## src/rtl/mul_float_pkg.sv

```systemverilog
// Shared FP32 types and constants for the multiplier normalise/round/pack stages.
// No logic, no latency.
// No flow control; types only.
package mul_float_pkg;

   localparam int          EXP_BIAS = 127;
   localparam int          EXP_MAX  = 255;
   localparam logic [31:0] QNAN     = 32'h7FC0_0000;

   typedef struct packed {
      logic        sign;
      logic [7:0]  exp;
      logic [22:0] fract;
   } ieee754_float;

   typedef enum logic [1:0] {
      CLS_NORMAL,
      CLS_ZERO,
      CLS_INF,
      CLS_NAN
   } float_class_t;

   // Stage 0 -> stage 1: classified, normalised but not yet rounded
   typedef struct packed {
      float_class_t       cls;
      logic               sign;
      logic signed [10:0] exp;
      logic [22:0]        man;
      logic               guard;
      logic               sticky;
   } norm_stage_t;

   // Stage 1 -> output: packed result plus per-result status
   typedef struct packed {
      ieee754_float result;
      logic         overflow;
      logic         underflow;
      logic         inexact;
      logic         invalid;
   } pack_stage_t;

endpackage

```

## src/rtl/mul_float_pipe_reg.sv

```systemverilog
// Valid + data pipeline register shared by both multiplier output stages.
// Latency 1 cycle.
// Holds contents while busy is high; sync clear overrides the hold.
module mul_float_pipe_reg #(
   parameter int PL_N = 1
) (
   input  logic            iCLOCK,
   input  logic            inRESET,
   input  logic            iRESET_SYNC,
   input  logic            busy,
   input  logic            in_vld,
   input  logic [PL_N-1:0] in_dat,
   output logic            out_vld,
   output logic [PL_N-1:0] out_dat
);

   // Load valid and data together whenever downstream is not stalling
   always_ff @(posedge iCLOCK or negedge inRESET) begin
      if (!inRESET) begin
         out_vld <= 1'b0;
         out_dat <= '0;
      end else if (iRESET_SYNC) begin
         out_vld <= 1'b0;
         out_dat <= '0;
      end else if (!busy) begin
         out_vld <= in_vld;
         out_dat <= in_dat;
      end
   end

endmodule

```

## src/rtl/mul_float_norm.sv

```systemverilog
// FP32 multiplier normalise/round/pack: classify + normalise, then RNE round + pack, FTZ.
// Latency 2 cycles.
// iDATA_BUSY freezes both stages; oDATA_BUSY is iDATA_BUSY passed straight through.
module mul_float_norm
   import mul_float_pkg::*;
(
   input  logic        iCLOCK,
   input  logic        inRESET,
   input  logic        iRESET_SYNC,
   input  logic        iDATA_REQ,
   output logic        oDATA_BUSY,
   input  logic        iDATA_SIGN,
   input  logic [9:0]  iDATA_EXP,
   input  logic [47:0] iDATA_FRACT,
   input  logic        iDATA_EXCEPT_EXP_A0,
   input  logic        iDATA_EXCEPT_EXP_B0,
   input  logic        iDATA_EXCEPT_EXP_A1,
   input  logic        iDATA_EXCEPT_EXP_B1,
   input  logic        iDATA_EXCEPT_FRACT_A0,
   input  logic        iDATA_EXCEPT_FRACT_B0,
   output logic        oDATA_VALID,
   input  logic        iDATA_BUSY,
   output logic [31:0] oDATA_RESULT,
   output logic        oDATA_OVERFLOW,
   output logic        oDATA_UNDERFLOW,
   output logic        oDATA_INEXACT,
   output logic        oDATA_INVALID
);

   localparam int S0_W = $bits(norm_stage_t);
   localparam int S1_W = $bits(pack_stage_t);

   logic nan_a, nan_b, inf_a, inf_b, zero_a, zero_b;
   logic signed [10:0] exp_ext;

   norm_stage_t s0_d, s0_q;
   pack_stage_t s1_d, s1_q;
   logic [S0_W-1:0] s0_q_raw;
   logic [S1_W-1:0] s1_q_raw;
   logic s0_vld, s1_vld;

   logic               round_up;
   logic [23:0]        man_rnd;
   logic signed [10:0] exp_rnd;
   logic [22:0]        man_final;

   // Denormal operands arrive with a zero exponent field and are flushed to zero
   assign nan_a   = iDATA_EXCEPT_EXP_A1 & ~iDATA_EXCEPT_FRACT_A0;
   assign nan_b   = iDATA_EXCEPT_EXP_B1 & ~iDATA_EXCEPT_FRACT_B0;
   assign inf_a   = iDATA_EXCEPT_EXP_A1 &  iDATA_EXCEPT_FRACT_A0;
   assign inf_b   = iDATA_EXCEPT_EXP_B1 &  iDATA_EXCEPT_FRACT_B0;
   assign zero_a  = iDATA_EXCEPT_EXP_A0;
   assign zero_b  = iDATA_EXCEPT_EXP_B0;
   assign exp_ext = {iDATA_EXP[9], iDATA_EXP};

   // Stage 0: pick the operand class and align the product so the hidden 1 drops out
   always_comb begin
      s0_d      = '0;
      s0_d.sign = iDATA_SIGN;
      if (nan_a | nan_b | (inf_a & zero_b) | (inf_b & zero_a)) begin
         s0_d.cls = CLS_NAN;
      end else if (inf_a | inf_b) begin
         s0_d.cls = CLS_INF;
      end else if (zero_a | zero_b) begin
         s0_d.cls = CLS_ZERO;
      end else begin
         s0_d.cls = CLS_NORMAL;
      end
      // Product of two [1,2) significands lies in [1,4); bit 47 set means >= 2
      if (iDATA_FRACT[47]) begin
         s0_d.man    = iDATA_FRACT[46:24];
         s0_d.guard  = iDATA_FRACT[23];
         s0_d.sticky = |iDATA_FRACT[22:0];
         s0_d.exp    = exp_ext + 11'sd1;
      end else begin
         s0_d.man    = iDATA_FRACT[45:23];
         s0_d.guard  = iDATA_FRACT[22];
         s0_d.sticky = |iDATA_FRACT[21:0];
         s0_d.exp    = exp_ext;
      end
   end

   mul_float_pipe_reg #(.PL_N(S0_W)) u_stage0 (
      .iCLOCK      (iCLOCK),
      .inRESET     (inRESET),
      .iRESET_SYNC (iRESET_SYNC),
      .busy        (iDATA_BUSY),
      .in_vld      (iDATA_REQ),
      .in_dat      (s0_d),
      .out_vld     (s0_vld),
      .out_dat     (s0_q_raw)
   );

   assign s0_q = norm_stage_t'(s0_q_raw);

   // Stage 1: round to nearest even, then range-check the rounded exponent and pack
   always_comb begin
      s1_d      = '0;
      round_up  = s0_q.guard & (s0_q.sticky | s0_q.man[0]);
      man_rnd   = {1'b0, s0_q.man} + {23'b0, round_up};
      // A carry out of the mantissa means 1.111..1 rounded to 10.0: bump exponent
      exp_rnd   = s0_q.exp + $signed({10'b0, man_rnd[23]});
      man_final = man_rnd[23] ? 23'h0 : man_rnd[22:0];
      case (s0_q.cls)
         CLS_NAN: begin
            s1_d.result  = ieee754_float'(QNAN);
            s1_d.invalid = 1'b1;
         end
         CLS_INF: begin
            s1_d.result = '{sign: s0_q.sign, exp: 8'hFF, fract: 23'h0};
         end
         CLS_ZERO: begin
            s1_d.result = '{sign: s0_q.sign, exp: 8'h00, fract: 23'h0};
         end
         default: begin
            if (exp_rnd >= $signed(11'(EXP_MAX))) begin
               s1_d.result   = '{sign: s0_q.sign, exp: 8'hFF, fract: 23'h0};
               s1_d.overflow = 1'b1;
               s1_d.inexact  = 1'b1;
            end else if (exp_rnd <= 11'sd0) begin
               s1_d.result    = '{sign: s0_q.sign, exp: 8'h00, fract: 23'h0};
               s1_d.underflow = 1'b1;
               s1_d.inexact   = 1'b1;
            end else begin
               s1_d.result  = '{sign: s0_q.sign, exp: exp_rnd[7:0], fract: man_final};
               s1_d.inexact = s0_q.guard | s0_q.sticky;
            end
         end
      endcase
   end

   mul_float_pipe_reg #(.PL_N(S1_W)) u_stage1 (
      .iCLOCK      (iCLOCK),
      .inRESET     (inRESET),
      .iRESET_SYNC (iRESET_SYNC),
      .busy        (iDATA_BUSY),
      .in_vld      (s0_vld),
      .in_dat      (s1_d),
      .out_vld     (s1_vld),
      .out_dat     (s1_q_raw)
   );

   assign s1_q            = pack_stage_t'(s1_q_raw);
   assign oDATA_BUSY      = iDATA_BUSY;
   assign oDATA_VALID     = s1_vld;
   assign oDATA_RESULT    = s1_q.result;
   assign oDATA_OVERFLOW  = s1_q.overflow;
   assign oDATA_UNDERFLOW = s1_q.underflow;
   assign oDATA_INEXACT   = s1_q.inexact;
   assign oDATA_INVALID   = s1_q.invalid;

endmodule

```

## config.mk

```make
export PLATFORM = sky130hd
export DESIGN_NAME = mul_float_norm
export DESIGN_NICKNAME = d
export VERILOG_FILES = /design/src/rtl/mul_float_pkg.sv /design/src/rtl/mul_float_pipe_reg.sv /design/src/rtl/mul_float_norm.sv
export SDC_FILE = /design/constraint.sdc
export NUM_CORES = 1
export LEC_CHECK = 0
export ABC_AREA = 1
export CAP_MARGIN = 20
export CORE_MARGIN = 10
export CORE_UTILIZATION = 40
export DETAILED_ROUTE_END_ITERATION = 10
export SETUP_SLACK_MARGIN = 0.4
export SYNTH_ARGS = -nofsm -noshare
export SYNTH_HDL_FRONTEND = slang
export SYNTH_HIERARCHICAL = 1
export SYNTH_SLANG_ARGS = --single-unit
```

## constraint.sdc

```tcl
create_clock -name iCLOCK -period 9.4 [get_ports iCLOCK]
set_input_delay 1.88 -clock iCLOCK [delete_from_list [all_inputs] [get_ports iCLOCK]]
set_output_delay 1.88 -clock iCLOCK [all_outputs]
set_load 0.01 [all_outputs]
```

== Word level (Yosys, flattened, before mapping) ==
Index checks and enable logic that the tools add are counted.

* Register bits: 77
* Bits of input ports: 70
* Output and inout port bits: 38
* Word-level logic and storage cells: 55

* $add $sub $neg: 3
* Order comparisons: 2
* Equal/unequal tests: 4
* Muxes and demuxes: 23
* Bitwise gates (word level): 16
* Reduce and logical (&&, ||, !) cells: 3

{| class="wikitable"
|+ Operator list
! cell !! number
|-
| two-way mux 36 bit || 3
|-
| case mux 32 bit (3 select lines) || 1
|-
| two-way mux 39 bit || 2
|-
| two-way mux 31 bit || 2
|-
| adder 23 x 1 -> 24 bit || 1
|-
| two-way mux 23 bit || 1
|-
| OR reduction 23 bit || 1
|-
| OR reduction 22 bit || 1
|-
| adder 10 x 2 -> 11 bit (second input constant) || 1
|-
| adder 11 x 2 -> 11 bit || 1
|-
| >= comparator 11 x 9 -> 1 bit (second input constant) || 1
|-
| less-or-equal comparator 11 x 1 -> 1 bit (second input constant) || 1
|-
| two-way mux 1 bit || 11
|-
| bitwise AND 1 bit || 7
|-
| bitwise OR 1 bit || 7
|-
| equality test 2 bit (second input constant) || 2
|-
| two-way mux 2 bit || 2
|-
| two-way mux 3 bit || 1
|-
| OR reduction 3 bit || 1
|-
| equality test 2 x 1 -> 1 bit (second input constant) || 1
|-
| != test 2 bit (second input constant) || 1
|-
| inverter 1 bit || 2
|}

== Depth between registers and ports, before layout ==
Gate-level depths: netlist of run 1.

* Depth in word-level cells: 10
* Depth in mapped cells: 25
* Mapped depth without buffers: 25

== Cells and area by module ==
Netlist of run 1, hierarchy kept.

{| class="wikitable"
|+ Modules (own cells, without submodules)
! module !! times used !! cells an instance !! area each (µm²) !! sequential area each (µm²)
|-
| mul_float_norm || 1 || 416 || 2182.1 || 0.0
|-
| mul_float_pipe_reg at u_stage0 || 1 || 175 || 1591.5 || 1001.0
|-
| mul_float_pipe_reg at u_stage1 || 1 || 160 || 1510.2 || 925.9
|}

== Least setup slack after synthesis of run 1 ==
No wires, ideal clock.

* Kind: input -> output
* From: input iDATA_BUSY
* To: output oDATA_BUSY
* Arrival: 1.999 ns
* Data required time: 7.520 ns
* Path slack: 5.521 ns
* Stages on the path: 1
* Buffers on the path: 1
* Path through: buf_4

{| class="wikitable"
|+ RTL lines
! item !! line !! source
|-
| start: declaration || mul_float_norm.sv:22 || <nowiki>input logic iDATA_BUSY,</nowiki>
|-
| end: declaration || mul_float_norm.sv:11 || <nowiki>output logic oDATA_BUSY,</nowiki>
|}

No word-level cell between the ends.

== Final worst setup path of run 1 ==
* From: input iDATA_BUSY
* To: output oDATA_BUSY

No word-level cell between the ends.

==> impl_metrics.py, run 1 <==
metrics = {
    "synthesis": {
        "synthMuxAreaShare_pct": 0,
        "synth_nets": 826,
        "synth-compound-area-share_pct": 2.49,
        "synth_warnings": 6,
        "synthAdderAreaFrac_pct": 1.18,
        "syn_inst": 751,
        "postSynthAreaPerCell_um2": 7.04,
        "synth_top_family_by_area": "simple AND/OR/NAND/NOR gates",
        "synth_xor_xnor_area_share_pct": 3.32,
        "synth_area_um2": 5280,
        "ys_ff_latch": 77,
        "seq_area_frac_synth_pct": 36.5,
        "synth_cell_types": 38,
        "synth_simple_gate_area_share_pct": 47.5,
    },
    "cells_and_area": {
        "final.fill_count": 1285,
        "drive_gt1_share_pct": 8.91,
        "finalNonFillerCells": 1014,
        "final_cell_mix": "314 x nand2_1, 105 x clkdlybuf4s50_1, 102 x nand3_1, 77 x dfrtp_1, 51 x inv_1",
        "nets": 912,
        "final_common_cell": "nand2_1",
        "diodes": 0,
        "syn_to_final_growth_pct": 25.5,
    },
    "power_and_ir_drop": {
        "vdd_drop_max_uv": 75.1,
        "p_leak_uw": 0.00329,
        "power_per_cell_area_nw_per_um2": 132,
    },
    "clocking": {
        "numCtsBuffers": 9,
        "cts_resized": 0,
        "clock_sinks": 77,
        "path_clk_slew_ps": 60,
        "clockBufferDepth": 2,
        "cts_root_buf": "clkbuf_16",
        "h-tree-depth": 3,
        "cts_tree": "done",
        "cts_hold_buf": 0,
        "clk-insertion-delay-late_ps": 340,
        "post_cts_buffers": 0,
    },
    "critical_path": {
        "start_kind": "input port",
        "crit_path_top_delay_cell": "clkdlybuf4s50_1",
        "crit_path_max_incr_delay_ps": 690,
        "critPathCaptureType": "output pin",
        "worst_ep_arrival_time_ps": 3280,
        "cp_max_fo": 80,
        "crit_chain": "buf_2, buf_4, clkdlybuf4s50_1",
        "worstSetupPathType": "input port to output pin",
        "worst_ep_required_time_ps": 7520,
    },
    "die": {
        "ios": 108,
        "die_w_um": 135,
        "dieArea_um2": 18200,
        "core_area_um2": 12800,
        "die_h_um": 135,
        "row_count": 41,
        "initial_core_util_pct": 41.4,
    },
    "hold_path": {
        "min-delay-path-class": "flop to flop",
    },
    "run": {
        "timing.max_cap.violations": 0,
    },
    "timing": {
        "rsz0062_at_grt": "false",
        "drv_slew": 0,
        "clock_skew_ps": 5.92,
        "fin_crit_sh_pct": 54.9,
        "setup_ws_ps": 4240,
        "max_freq_ghz": 0.194,
        "final-setup-viol-count": 0,
        "period_minus_slack_ps": 5160,
        "timing.setup.tns_ps": 0,
        "slew_headroom_pct": 35.2,
        "tightest_slew_ps": 973,
        "hold_viol_final": 0,
    },
    "route": {
        "drt_first_iter_violations": 387,
        "drcViolationCount": 0,
        "vias": 5004,
        "first_pass_iters": 5,
        "ant_nets": 0,
        "routedWlPerCell_um": 14.2,
        "wl_mm": 14.4,
        "vias_per_cell": 4.93,
    },
    "placement": {
        "io_buffers": 107,
        "pre_cts_ws_ps": 4190,
        "place.gp.congestion": 0.861,
        "place_inst": 997,
        "post-dp-hpwl_mm": 10.8,
    },
    "global_route": {
        "antenna_found_initial": 0,
        "grt_max_degree": 81,
        "grt_overflow": 0,
        "grt_pass1_wl_mm": 23.8,
        "grtUsageTotal_pct": 15.9,
        "first_global_vias": 4804,
    },
    "outcome": {
        "status": "complete, no violations",
    },
}
==> stage by stage <==
stage / utilization (%) / power, uW / area, um^2 / hold WS, ps
2_1_floorplan: - / 468 / 5280 / 443
3_3_place_gp: 49.5 / 532 / 6320 / 461
3_5_place_dp: 49.5 / 535 / 6320 / 482
4_1_cts: 51.9 / 883 / 6630 / 498
5_1_grt: 51.9 / 921 / 6630 / 512
6_report: 51.9 / 876 / 6630 / 492
==> Yosys cell counts <==
cell type	count	area [um^2]
nand2_1	314	1180
nand3_1	102	510
dfrtp_1	77	1930
inv_1	51	191
nor2_1	33	124
nand4_1	21	131
nor3_2	18	180
xor2_1	17	149
buf_2	13	65.1
o21ai_0	11	55.1
buf_6	9	101
nand2_2	9	56.3
nor3_1	9	45.0
inv_2	8	30.0
buf_4	6	45.0
clkbuf_1	6	22.5
ha_1	5	62.6
nor2_4	5	56.3
nor4_1	5	31.3
o21bai_1	4	30.0
a21oi_1	3	15.0
nand3_2	3	30.0
xnor2_1	3	26.3
and3_1	2	12.5
nor2_2	2	12.5
nor3_4	2	32.5
or2_2	2	12.5
a21o_1	1	7.51
a22o_1	1	8.76
buf_12	1	20.0
nand2_8	1	20.0
nand3_4	1	17.5
nand3b_1	1	7.51
nand4_2	1	12.5
nand4_4	1	21.3
nor2_8	1	20.0
o211ai_1	1	7.51
o21a_1	1	7.51
==> worst max-delay path: cells and delay by family <==
family	cells	cell delay [ps]
buf+inv	3	1400
==> flip-flops by register name (all words and copies together), names as in the netlist <==
name / flops
u_stage1/out_dat: 36
u_stage1/out_vld: 1
u_stage0/out_dat: 39
u_stage0/out_vld: 1
==> metal layers <==
metal	up-vias	share of wire, %	routed length, um	GRT usage [%]
met5	-	0	0	0
met1	2276	51	7320	22.4
met3	13	6.2	894	3.75
li1	2587	-	-	-
met4	0	1.3	182	4.84
met2	128	42	5970	23.4
==> power by group <==
group | leakage (uW) | total, uW | internal (uW) | switching [uW]
clock | 0.000140 | 348 | 212 | 136
sequential | 0.00104 | 366 | 348 | 18.3
combinational | 0.00211 | 162 | 67.0 | 95.2
==> worst paths after layout <==
path / from / end / slack (ps) / cells past startpoint
max reg2reg: u_stage0/out_dat[0]$_DFFE_PN0P_ / u_stage1/out_dat[7]$_DFFE_PN0P_ / 5160 / 20
max: iDATA_BUSY / oDATA_BUSY / 4240 / 3
min: u_stage0/out_vld$_DFFE_PN0P_ / u_stage1/out_vld$_DFFE_PN0P_ / 490 / 2
min reg2reg: u_stage0/out_vld$_DFFE_PN0P_ / u_stage1/out_vld$_DFFE_PN0P_ / 490 / 2
max in group asynchronous: inRESET / u_stage1/out_dat[19]$_DFFE_PN0P_ / 7070 / 1
min in group asynchronous: inRESET / u_stage0/out_dat[30]$_DFFE_PN0P_ / 1690 / 1
==> logic make-up (layout without fill, tap and decap cells) <==
family	count (synthesis)	count (layout)
adders and majority gates	5	5
xor gates and xnor gates	20	20
DFF	77	77
AOI/OAI and AO/OA	22	22
buffers and inverters	94	185
and+or+nand+nor	533	533
==> area by class of cell <==
cell class	instances	area, um^2	area share (%)
Clock buffer	10	239	3.60
Inverter	59	221	3.34
Clock inverter	6	62.6	0.943
Tap cell	172	215	3.24
Multi-Input combinational cell	580	2880	43.4
Sequential cell	77	1930	29.1
Timing Repair Buffer	110	1090	16.4
Power figures use the tool's default switching activity.
==> run 2: changes to the inputs <==
==> constraint.sdc (replaced) <==
create_clock -name iCLOCK -period 4.9 [get_ports iCLOCK]
set_input_delay 0.98 -clock iCLOCK [delete_from_list [all_inputs] [get_ports iCLOCK]]
set_output_delay 0.98 -clock iCLOCK [all_outputs]
set_load 0.01 [all_outputs]
==> run 2 against run 1 <==
  * Global-route usage rose by 0.59 points
  * Count of clock-buffer cells in the layout up 3
  * Final cell count about the same
  * Combinational power grew 94%
  * Sequential share of layout area is 0.098 points lower
  * Clock skew about the same
  * Non-clock buffer count is 1 higher
  * Cell area grew 0.34%
  * Clock power up 97%
  * Register-to-register slack worse by 4000 ps
  * Critical path type is now flop to flop
  * Largest power group unchanged
  * Highest routed layer unchanged
==> impl_metrics.py, run 2 (synthesis results as in run 1) <==
metrics = {
    "timing": {
        "drv_slew": 0,
        "clock_skew_ps": 5.73,
        "timing.setup.tns_ps": 0,
        "slew_headroom_pct": 31.5,
        "max_freq_ghz": 0.270,
        "period_minus_slack_ps": 3700,
        "hold_viol_final": 0,
        "final-setup-viol-count": 0,
        "rsz0062_at_grt": "false",
        "fin_crit_sh_pct": 75.5,
        "tightest_slew_ps": 1030,
    },
    "die": {
        "core_area_um2": 12800,
        "row_count": 41,
        "die_h_um": 135,
        "dieArea_um2": 18200,
        "die_w_um": 135,
        "initial_core_util_pct": 41.4,
        "ios": 108,
    },
    "route": {
        "first_pass_iters": 5,
        "ant_nets": 0,
        "drcViolationCount": 0,
        "vias_per_cell": 4.99,
        "drt_first_iter_violations": 294,
        "wl_mm": 14.9,
        "vias": 5060,
        "routedWlPerCell_um": 14.7,
    },
    "clocking": {
        "clock_sinks": 77,
        "cts_hold_buf": 0,
        "path_clk_slew_ps": 60,
        "numCtsBuffers": 9,
        "h-tree-depth": 3,
        "clk-insertion-delay-late_ps": 340,
        "cts_root_buf": "clkbuf_16",
        "clockBufferDepth": 2,
        "cts_tree": "done",
        "post_cts_buffers": 0,
        "cts_resized": 0,
    },
    "global_route": {
        "grtUsageTotal_pct": 16.5,
        "first_global_vias": 5017,
        "antenna_found_initial": 0,
        "grt_overflow": 0,
        "grt_pass1_wl_mm": 24.7,
        "grt_max_degree": 80,
    },
    "power_and_ir_drop": {
        "p_clk_share_pct": 40.3,
        "p_int_uw": 1230,
        "p_switching_uw": 470,
        "vdd_drop_max_uv": 140,
        "p_leak_uw": 0.00331,
        "seq_power_share_pct": 41.3,
        "comb_power_share_pct": 18.4,
        "swShare_pct": 27.6,
        "power_per_cell_area_nw_per_um2": 256,
    },
    "hold_path": {
        "min-delay-path-class": "flop to flop",
    },
    "cells_and_area": {
        "final_common_cell": "nand2_1",
        "post-route-util_pct": 52.1,
        "nets": 913,
        "syn_to_final_growth_pct": 26.0,
        "largest_reg_flops": 39,
        "diodes": 0,
        "top_register": "u_stage0/out_dat",
        "drive_gt1_share_pct": 8.90,
        "final_cell_mix": "314 x nand2_1, 105 x clkdlybuf4s50_1, 102 x nand3_1, 77 x dfrtp_1, 51 x inv_1",
        "top_regs": "u_stage0/out_dat: 39 flops, u_stage1/out_dat: 36 flops",
    },
    "critical_path": {
        "critPathCaptureType": "flop",
        "crit_path_max_incr_delay_ps": 380,
        "worstSetupPathType": "flop to flop",
        "cp_max_fo": 20,
        "start_kind": "flop",
        "worst_ep_arrival_time_ps": 3970,
        "worst_ep_required_time_ps": 5170,
        "crit_chain": "o21a_1, ha_1, nand3_2, nor3_4, nand3_4, nor2_8, nand4_4, inv_1, ha_1, ha_1, nand3_2, nor2_4, nand3_2, nand2_2, nand2_2, nor2_4, nand4_2, buf_4, nor3_2, nand2_2, nand2_1",
        "crit_path_top_delay_cell": "dfrtp_1",
    },
    "run": {
        "timing.max_cap.violations": 0,
    },
    "placement": {
        "io_buffers": 107,
        "place.gp.congestion": 0.876,
        "post-dp-hpwl_mm": 11.2,
    },
    "outcome": {
        "status": "complete, no violations",
    },
}
[run 2: changes by cell type in the layout (fill, tap and decap cells not counted), sizes merged]
cell      previous run  this run
buf                  5         6
clkinv               2         1
clkbuf              10        13
clkinvlp             3         1
[run 2: final cells by class]
cell class	instances	area [um^2]
Sequential cell	77	1930
Timing Repair Buffer	111	1100
Clock inverter	3	42.5
Tap cell	172	215
Multi-Input combinational cell	580	2880
Clock buffer	13	270
Fill cell	1273	6120
Inverter	59	221
[run 2: worst max-delay path, delay by kind of cell (launching register included)]
kind	cells	cell delay [ps]
buffers and inverters	2	330
adders and majority gates	3	700
AOI/OAI and AO/OA	1	130
DFF	1	380
and+or+nand+nor	15	2060
[run 2: final timing paths]
kind	startpoint	endpoint	slack, ps	cells after the start
max	u_stage0/out_dat[2]$_DFFE_PN0P_	u_stage1/out_dat[6]$_DFFE_PN0P_	1200	21
min	u_stage0/out_vld$_DFFE_PN0P_	u_stage1/out_vld$_DFFE_PN0P_	470	2
max reg2reg	u_stage0/out_dat[2]$_DFFE_PN0P_	u_stage1/out_dat[6]$_DFFE_PN0P_	1200	21
min reg2reg	u_stage0/out_vld$_DFFE_PN0P_	u_stage1/out_vld$_DFFE_PN0P_	470	2
max in group asynchronous	inRESET	u_stage1/out_dat[13]$_DFFE_PN0P_	3480	1
min in group asynchronous	inRESET	u_stage0/out_dat[30]$_DFFE_PN0P_	780	1
[run 2: power groups by stage]
stage / clock [uW] / sequential, uW / combinational (uW)
6_report: 686 / 703 / 314
5_1_grt: 728 / 707 / 352
4_1_cts: 704 / 702 / 315
3_5_place_dp: 0 / 713 / 315
3_3_place_gp: 0 / 713 / 311
2_1_floorplan: 0 / 707 / 191
[run 2: metal layers]
metal / global-route usage (%) / part of all wire [%] / wire (um)
met2: 24.6 / 42 / 6330
met4: 6.10 / 1.5 / 219
met1: 22.7 / 50 / 7480
met3: 3.60 / 6.0 / 890
met5: 0 / 0 / 0
[run 2: metrics by stage]
| stage | area, um^2 | std cells | hold slack [ps] | total power, uW | setup slack (ps) |
|---|---|---|---|---|---|
| after floorplan | 5280 | 751 | 443 | 899 | 1800 |
| after global placement | 6330 | 998 | 466 | 1020 | 1330 |
| after detailed placement | 6330 | 998 | 461 | 1030 | 1190 |
| after CTS | 6640 | 1014 | 476 | 1720 | 1160 |
| after global routing | 6660 | 1015 | 500 | 1790 | 760 |
| final | 6660 | 1015 | 474 | 1700 | 1200 |
